==> src/rtl/data_mem_pkg.sv <==
// Shared FSM type and configuration limits for the data memory controller.
package data_mem_pkg;

    typedef enum logic [0:0] {
        MS_CLEAR = 1'b0,
        MS_IDLE  = 1'b1
    } mem_state_t;

    localparam int unsigned RD_LAT_MIN = 1;
    localparam int unsigned RD_LAT_MAX = 2;
    localparam int unsigned DEPTH_MIN  = 2;

    function automatic logic cfg_ok(input int unsigned rd_lat, input int unsigned depth);
        return (rd_lat >= RD_LAT_MIN) && (rd_lat <= RD_LAT_MAX) && (depth >= DEPTH_MIN);
    endfunction

endpackage

==> src/rtl/mem_rd_pipe.sv <==
// Read response pipeline: RD_LAT stages of valid/data; each data stage only
// loads when its incoming valid is set, so the output holds between responses.
module mem_rd_pipe #(
    parameter int unsigned W      = 8,
    parameter int unsigned RD_LAT = 1
) (
    input  logic         clk,
    input  logic         rst_n,
    input  logic         i_valid,
    input  logic [W-1:0] i_data,
    output logic         o_valid,
    output logic [W-1:0] o_data
);

    logic         r_vld [RD_LAT];
    logic [W-1:0] r_dat [RD_LAT];

    always_ff @(posedge clk or negedge rst_n) begin
        if (!rst_n) begin
            for (int k = 0; k < RD_LAT; k++) begin
                r_vld[k] <= 1'b0;
                r_dat[k] <= '0;
            end
        end else begin
            r_vld[0] <= i_valid;
            if (i_valid) begin
                r_dat[0] <= i_data;
            end
            for (int k = 1; k < RD_LAT; k++) begin
                r_vld[k] <= r_vld[k-1];
                if (r_vld[k-1]) begin
                    r_dat[k] <= r_dat[k-1];
                end
            end
        end
    end

    assign o_valid = r_vld[RD_LAT-1];
    assign o_data  = r_dat[RD_LAT-1];

endmodule

==> src/rtl/data_mem_ctrl.sv <==
// Single-port data memory with valid/ready requests, a registered read path and
// a clear engine that zeroes one word per cycle after reset and on request.
module data_mem_ctrl
    import data_mem_pkg::*;
#(
    parameter int unsigned W      = 8,
    parameter int unsigned DEPTH  = 256,
    parameter int unsigned AW     = $clog2(DEPTH),
    parameter int unsigned RD_LAT = 1
) (
    input  logic          clk,
    input  logic          reset,
    input  logic          req_valid,
    output logic          req_ready,
    input  logic          req_we,
    input  logic [AW-1:0] req_addr,
    input  logic [W-1:0]  req_wdata,
    output logic          rsp_valid,
    output logic [W-1:0]  rsp_data,
    input  logic          clear_start,
    output logic          clear_busy,
    output logic          clear_done
);

    localparam logic [AW-1:0] LAST_IDX = AW'(DEPTH - 1);

    mem_state_t    r_state;
    mem_state_t    w_state_nxt;
    logic [AW-1:0] r_cnt;
    logic [AW-1:0] w_cnt_nxt;
    logic          r_ready;
    logic          r_busy;
    logic          r_done;
    logic          w_ready_nxt;
    logic          w_busy_nxt;
    logic          w_done_nxt;
    logic          w_in_range;
    logic          w_accept;
    logic          w_wr_en;
    logic          w_rd_en;
    logic          w_clr_we;
    logic [W-1:0]  w_rd_word;
    logic [W-1:0]  r_mem [DEPTH];

    if (!cfg_ok(RD_LAT, DEPTH)) begin : g_bad_cfg
        $error("data_mem_ctrl: RD_LAT must be 1..2 and DEPTH >= 2");
    end

    // Out-of-range writes are dropped, out-of-range reads return zero.
    assign w_in_range = (32'(req_addr) < DEPTH);
    assign w_accept   = req_valid && r_ready;
    assign w_wr_en    = w_accept && req_we && w_in_range;
    assign w_rd_en    = w_accept && !req_we;
    assign w_clr_we   = (r_state == MS_CLEAR);
    assign w_rd_word  = w_in_range ? r_mem[req_addr] : '0;

    always_ff @(posedge clk or negedge reset) begin
        if (!reset) begin
            r_state <= MS_CLEAR;
            r_cnt   <= '0;
            r_ready <= 1'b0;
            r_busy  <= 1'b1;
            r_done  <= 1'b0;
        end else begin
            r_state <= w_state_nxt;
            r_cnt   <= w_cnt_nxt;
            r_ready <= w_ready_nxt;
            r_busy  <= w_busy_nxt;
            r_done  <= w_done_nxt;
        end
    end

    always_comb begin
        w_state_nxt = r_state;
        w_cnt_nxt   = r_cnt;
        w_done_nxt  = 1'b0;
        case (r_state)
            MS_CLEAR: begin
                if (r_cnt == LAST_IDX) begin
                    w_state_nxt = MS_IDLE;
                    w_cnt_nxt   = '0;
                    w_done_nxt  = 1'b1;
                end else begin
                    w_cnt_nxt = r_cnt + AW'(1);
                end
            end
            MS_IDLE: begin
                if (clear_start) begin
                    w_state_nxt = MS_CLEAR;
                    w_cnt_nxt   = '0;
                end
            end
            default: begin
                w_state_nxt = MS_CLEAR;
                w_cnt_nxt   = '0;
            end
        endcase
        w_ready_nxt = (w_state_nxt == MS_IDLE);
        w_busy_nxt  = (w_state_nxt == MS_CLEAR);
    end

    // Storage has no reset; the clear engine owns the write port while clearing.
    always_ff @(posedge clk) begin
        if (w_clr_we) begin
            r_mem[r_cnt] <= '0;
        end else if (w_wr_en) begin
            r_mem[req_addr] <= req_wdata;
        end
    end

    mem_rd_pipe #(
        .W      (W),
        .RD_LAT (RD_LAT)
    ) u_rd_pipe (
        .clk     (clk),
        .rst_n   (reset),
        .i_valid (w_rd_en),
        .i_data  (w_rd_word),
        .o_valid (rsp_valid),
        .o_data  (rsp_data)
    );

    assign req_ready  = r_ready;
    assign clear_busy = r_busy;
    assign clear_done = r_done;

endmodule

==> config.mk <==
export PLATFORM = sky130hd
export DESIGN_NAME = data_mem_ctrl
export DESIGN_NICKNAME = d
export VERILOG_FILES = /design/src/rtl/data_mem_pkg.sv /design/src/rtl/mem_rd_pipe.sv /design/src/rtl/data_mem_ctrl.sv
export SDC_FILE = /design/constraint.sdc
export NUM_CORES = 2
export LEC_CHECK = 0
export ABC_AREA = 1
export BUFFER_PORTS_ARGS = -buffer_cell sky130_fd_sc_hd__buf_2
export CORE_MARGIN = 2
export CORE_UTILIZATION = 47
export DETAILED_ROUTE_END_ITERATION = 10
export PLACE_DENSITY = 0.69
export SETUP_SLACK_MARGIN = 0.05
export SLEW_MARGIN = 10
export SYNTH_ARGS = -nofsm -noshare
export SYNTH_HDL_FRONTEND = slang
export SYNTH_SLANG_ARGS = --single-unit
==> constraint.sdc <==
create_clock -name clk -period 9.5 [get_ports clk]
set_clock_uncertainty 0.05 [all_clocks]
set_input_delay 1.425 -clock clk [delete_from_list [all_inputs] [get_ports clk]]
set_output_delay 1.425 -clock clk [all_outputs]
set_load 0.02 [all_outputs]
==> results.sh <==
export IMPL_status="completed"
export IMPL_drc=0
export IMPL_clockPowerShare_pct=39.6
export IMPL_die_area_sq_um=182000
export IMPL_antenna_found_initial=4
export IMPL_synth_adder_area_share_pct=0.0149
export IMPL_syn_nets=7123
export IMPL_min_period_ns=4.33
export IMPL_slew_viol_final=0
export IMPL_grt_usage_pct=24.3
export IMPL_hold_path_class="flop to flop"
export IMPL_cts_inserted_buffers=194
export IMPL_synth_flop_cell="edfxtp_1"
export IMPL_area_growth_pct=10.0
export IMPL_first_global_vias=51937
export IMPL_synth_simple_area_share_pct=23.1
export IMPL_grt_overflow_total=0
export IMPL_worst_setup_path_start_kind="input pin"
export IMPL_synthMuxAreaShare_pct=0
export IMPL_critPathMaxFanout=86
export IMPL_synth_cells=7101
export IMPL_cts_path_max_buffers=3
export IMPL_pre_cts_ws_ns=4.41
export IMPL_dieHeight_um=426
export IMPL_core_sq_um=177000
export IMPL_powerDensity_nw_per_um2=213
export IMPL_grt_max_degree=205
export IMPL_ctsHoldBuffers=0
export IMPL_p_int_mw=14.9
export IMPL_worst_slack_ns=5.17
export IMPL_synth_common_cells="nand2_1 (2099), edfxtp_1 (2048), nand3_1 (2043)"
export IMPL_dp_cells=9064
export IMPL_worst_setup_path_end_kind="flop"
export IMPL_synth_edff_count=2048
export IMPL_synth_seq_cells=2068
export IMPL_yosys_area_top_type="edfxtp_1"
export IMPL_hold_violations=0
export IMPL_rows=154
export IMPL_rsz0062_at_grt="no"
export IMPL_cts_setup_buffers=0
export IMPL_leakage_nw=32.9
export IMPL_fin_total_pwr_mw=19.6
export IMPL_gp_congestion=0.916
export IMPL_nFillCells=14637
export IMPL_grt_pass1_wl_mm=330
export IMPL_yosys_warnings=0
export IMPL_setup_tns_ns=0
export IMPL_crit_type="input pin to flop"
export IMPL_arrival_ns=5.07
export IMPL_start_util_pct=47.4
export IMPL_worst_slew_pin_slew_ns=1.40
export IMPL_clock_sinks=2068
export IMPL_timing_final_crit_share_pct=45.6
export IMPL_yosysMostFrequentCell="nand2_1"
export IMPL_vias=55038
export IMPL_drive_above_1_share_pct=6.10
export IMPL_postCtsResizedCells=0
export IMPL_syn_avg_cell_area_sq_um=11.8
export IMPL_wirelength_mm=223
export IMPL_ant_nets=0
export IMPL_synth_area_leaders="edfxtp_1 (73%), nand3_1 (12%), nand2_1 (9.4%)"
export IMPL_maxCapViolCount=0
export IMPL_cts_root_buf="clkbuf_16"
export IMPL_synth_xor_area_share_pct=0.0418
export IMPL_crit_required_ns=10.24
export IMPL_synth_top_family_by_area="simple AND/OR/NAND/NOR gates"
export IMPL_yosysSeqAreaShare_pct=74.0
export IMPL_power_switching_mw=4.79
export IMPL_setup_viol=0
export IMPL_slew_headroom_pct=6.51
export IMPL_clk_pin_slew_worst_paths_ns=0.06
export IMPL_syn_cell_area_sq_um=83800
export IMPL_synth_top_area_share_pct=73.4
export IMPL_pin_count=33
export IMPL_max_freq_mhz=231
export IMPL_cts_tree="done"
export IMPL_wl_per_cell_um=23.6
export IMPL_async_reset_ff_share_pct=0.967
export IMPL_p_comb_share_pct=8.8
export IMPL_netSwitchingFraction_pct=24.4
export IMPL_p_seq_share_pct=51.6
export IMPL_dp_hpwl_mm=121
export IMPL_port_buffers=32
export IMPL_drt_iter0_drc=7624
export IMPL_fin_cells=9426
export IMPL_dr_pass1_iters=8
export IMPL_ir_drop_v=0.000207
export IMPL_clock_latency_ns=0.84
export IMPL_vias_per_cell=5.84
export IMPL_synth_compound_area_share_pct=0.154
export IMPL_htree_levels=4
export IMPL_yosysUniqueCellTypes=33
export IMPL_nets=6942
export IMPL_die_w_um=426
[path summary, 6_finish.rpt]
check / startpoint / endpoint / slack [ns] / cells past startpoint
worst max-delay path: req_addr[0] / u_rd_pipe.o_data[7] / 5.17 / 13
worst min-delay path: r_cnt[0] / r_cnt[0] / 0.56 / 3
worst max register to register: req_ready / r_mem[125][2] / 5.31 / 9
worst min register to register: r_cnt[0] / r_cnt[0] / 0.56 / 3
max in group asynchronous: reset / u_rd_pipe.o_valid / 8.27 / 1
min in group asynchronous: reset / clear_done / 0.61 / 1
[through the flow]
| stage | area (sq um) | hold slack [ns] | util (%) |
|---|---|---|---|
| after global routing | 92200 | 0.594 | 52.2 |
| after detailed placement | 85800 | 0.544 | 48.6 |
| after CTS | 92200 | 0.554 | 52.2 |
| after floorplan | 83800 | 0.452 | - |
| final | 92200 | 0.559 | 52.2 |
| after global placement | 85800 | 0.531 | 48.6 |
[placed cells by master (no fill, tap or decap), types with 19 or more instances in the layout]
cell       synthesis  layout
edfxtp_1        2048    2048
clkbuf_16          0     199
nor2_1           294     286
buf_2            124      28
bufinv_16          0      19
clkbuf_1         297      41
buf_12             0      19
clkinv_1           2      42
clkinv_2           0      35
inv_1             58      54
dfrtp_1           19      19
buf_4              1      59
nand3_1         2043    2043
nand2_1         2099    2099
[power groups by stage]
stage / combinational (mW) / sequential [mW] / clock, mW
after floorplan: 0.961 / 10.3 / 0
after global placement: 1.67 / 10.3 / 0
after global routing: 1.81 / 10.1 / 8.20
after detailed placement: 1.69 / 10.3 / 0
final: 1.73 / 10.1 / 7.78
after CTS: 1.69 / 10.1 / 7.83
[worst max-delay path, stage by stage]
cell and delay [ns]:
buf_8 0.41, buf_4 0.81, buf_4 0.80, nand2_1 0.11
nand3_1 0.13, nand3_1 0.16, nand3_1 0.16, nand3_1 0.20
nand3_1 0.24, nand3_1 0.09, nand3_1 0.19, nand3_1 0.11
nand2_1 0.06
[sequential cells by signal, indices dropped and copies added (netlist names)]
signal and count:
u_rd_pipe.o_data 8, r_mem 2048, clear_done 1, clear_busy 1
r_cnt 8, req_ready 1, u_rd_pipe.o_valid 1
[logic make-up after synthesis]
family / Yosys count
XOR/XNOR: 4
adder cells (fa/ha/maj): 1
buffers and inverters: 550
AND/OR/NAND/NOR: 4460
flip-flops: 2068
AO/OA/AOI/OAI: 18
[metal layers]
metal	track usage, %	vias up	wire length, um
met5	0	-	18
met4	10.9	2	10300
met3	4.91	461	22400
met2	37.8	2900	103000
met1	33.1	26871	86800
li1	-	24804	-
[area by class of cell]
| class | instances | area (sq um) | share of cell area, % |
|---|---|---|---|
| Sequential cell | 2068 | 62000 | 67.2 |
| Multi-Input combinational cell | 4483 | 19600 | 21.3 |
| Clock buffer | 252 | 5300 | 5.75 |
| Tap cell | 2340 | 2930 | 3.18 |
| Clock inverter | 108 | 1080 | 1.17 |
| Timing Repair Buffer | 109 | 1010 | 1.09 |
| Inverter | 64 | 265 | 0.288 |
| Antenna cell | 2 | 5.00 | 0.00543 |
Note: power is estimated with default switching activity, not from simulation.
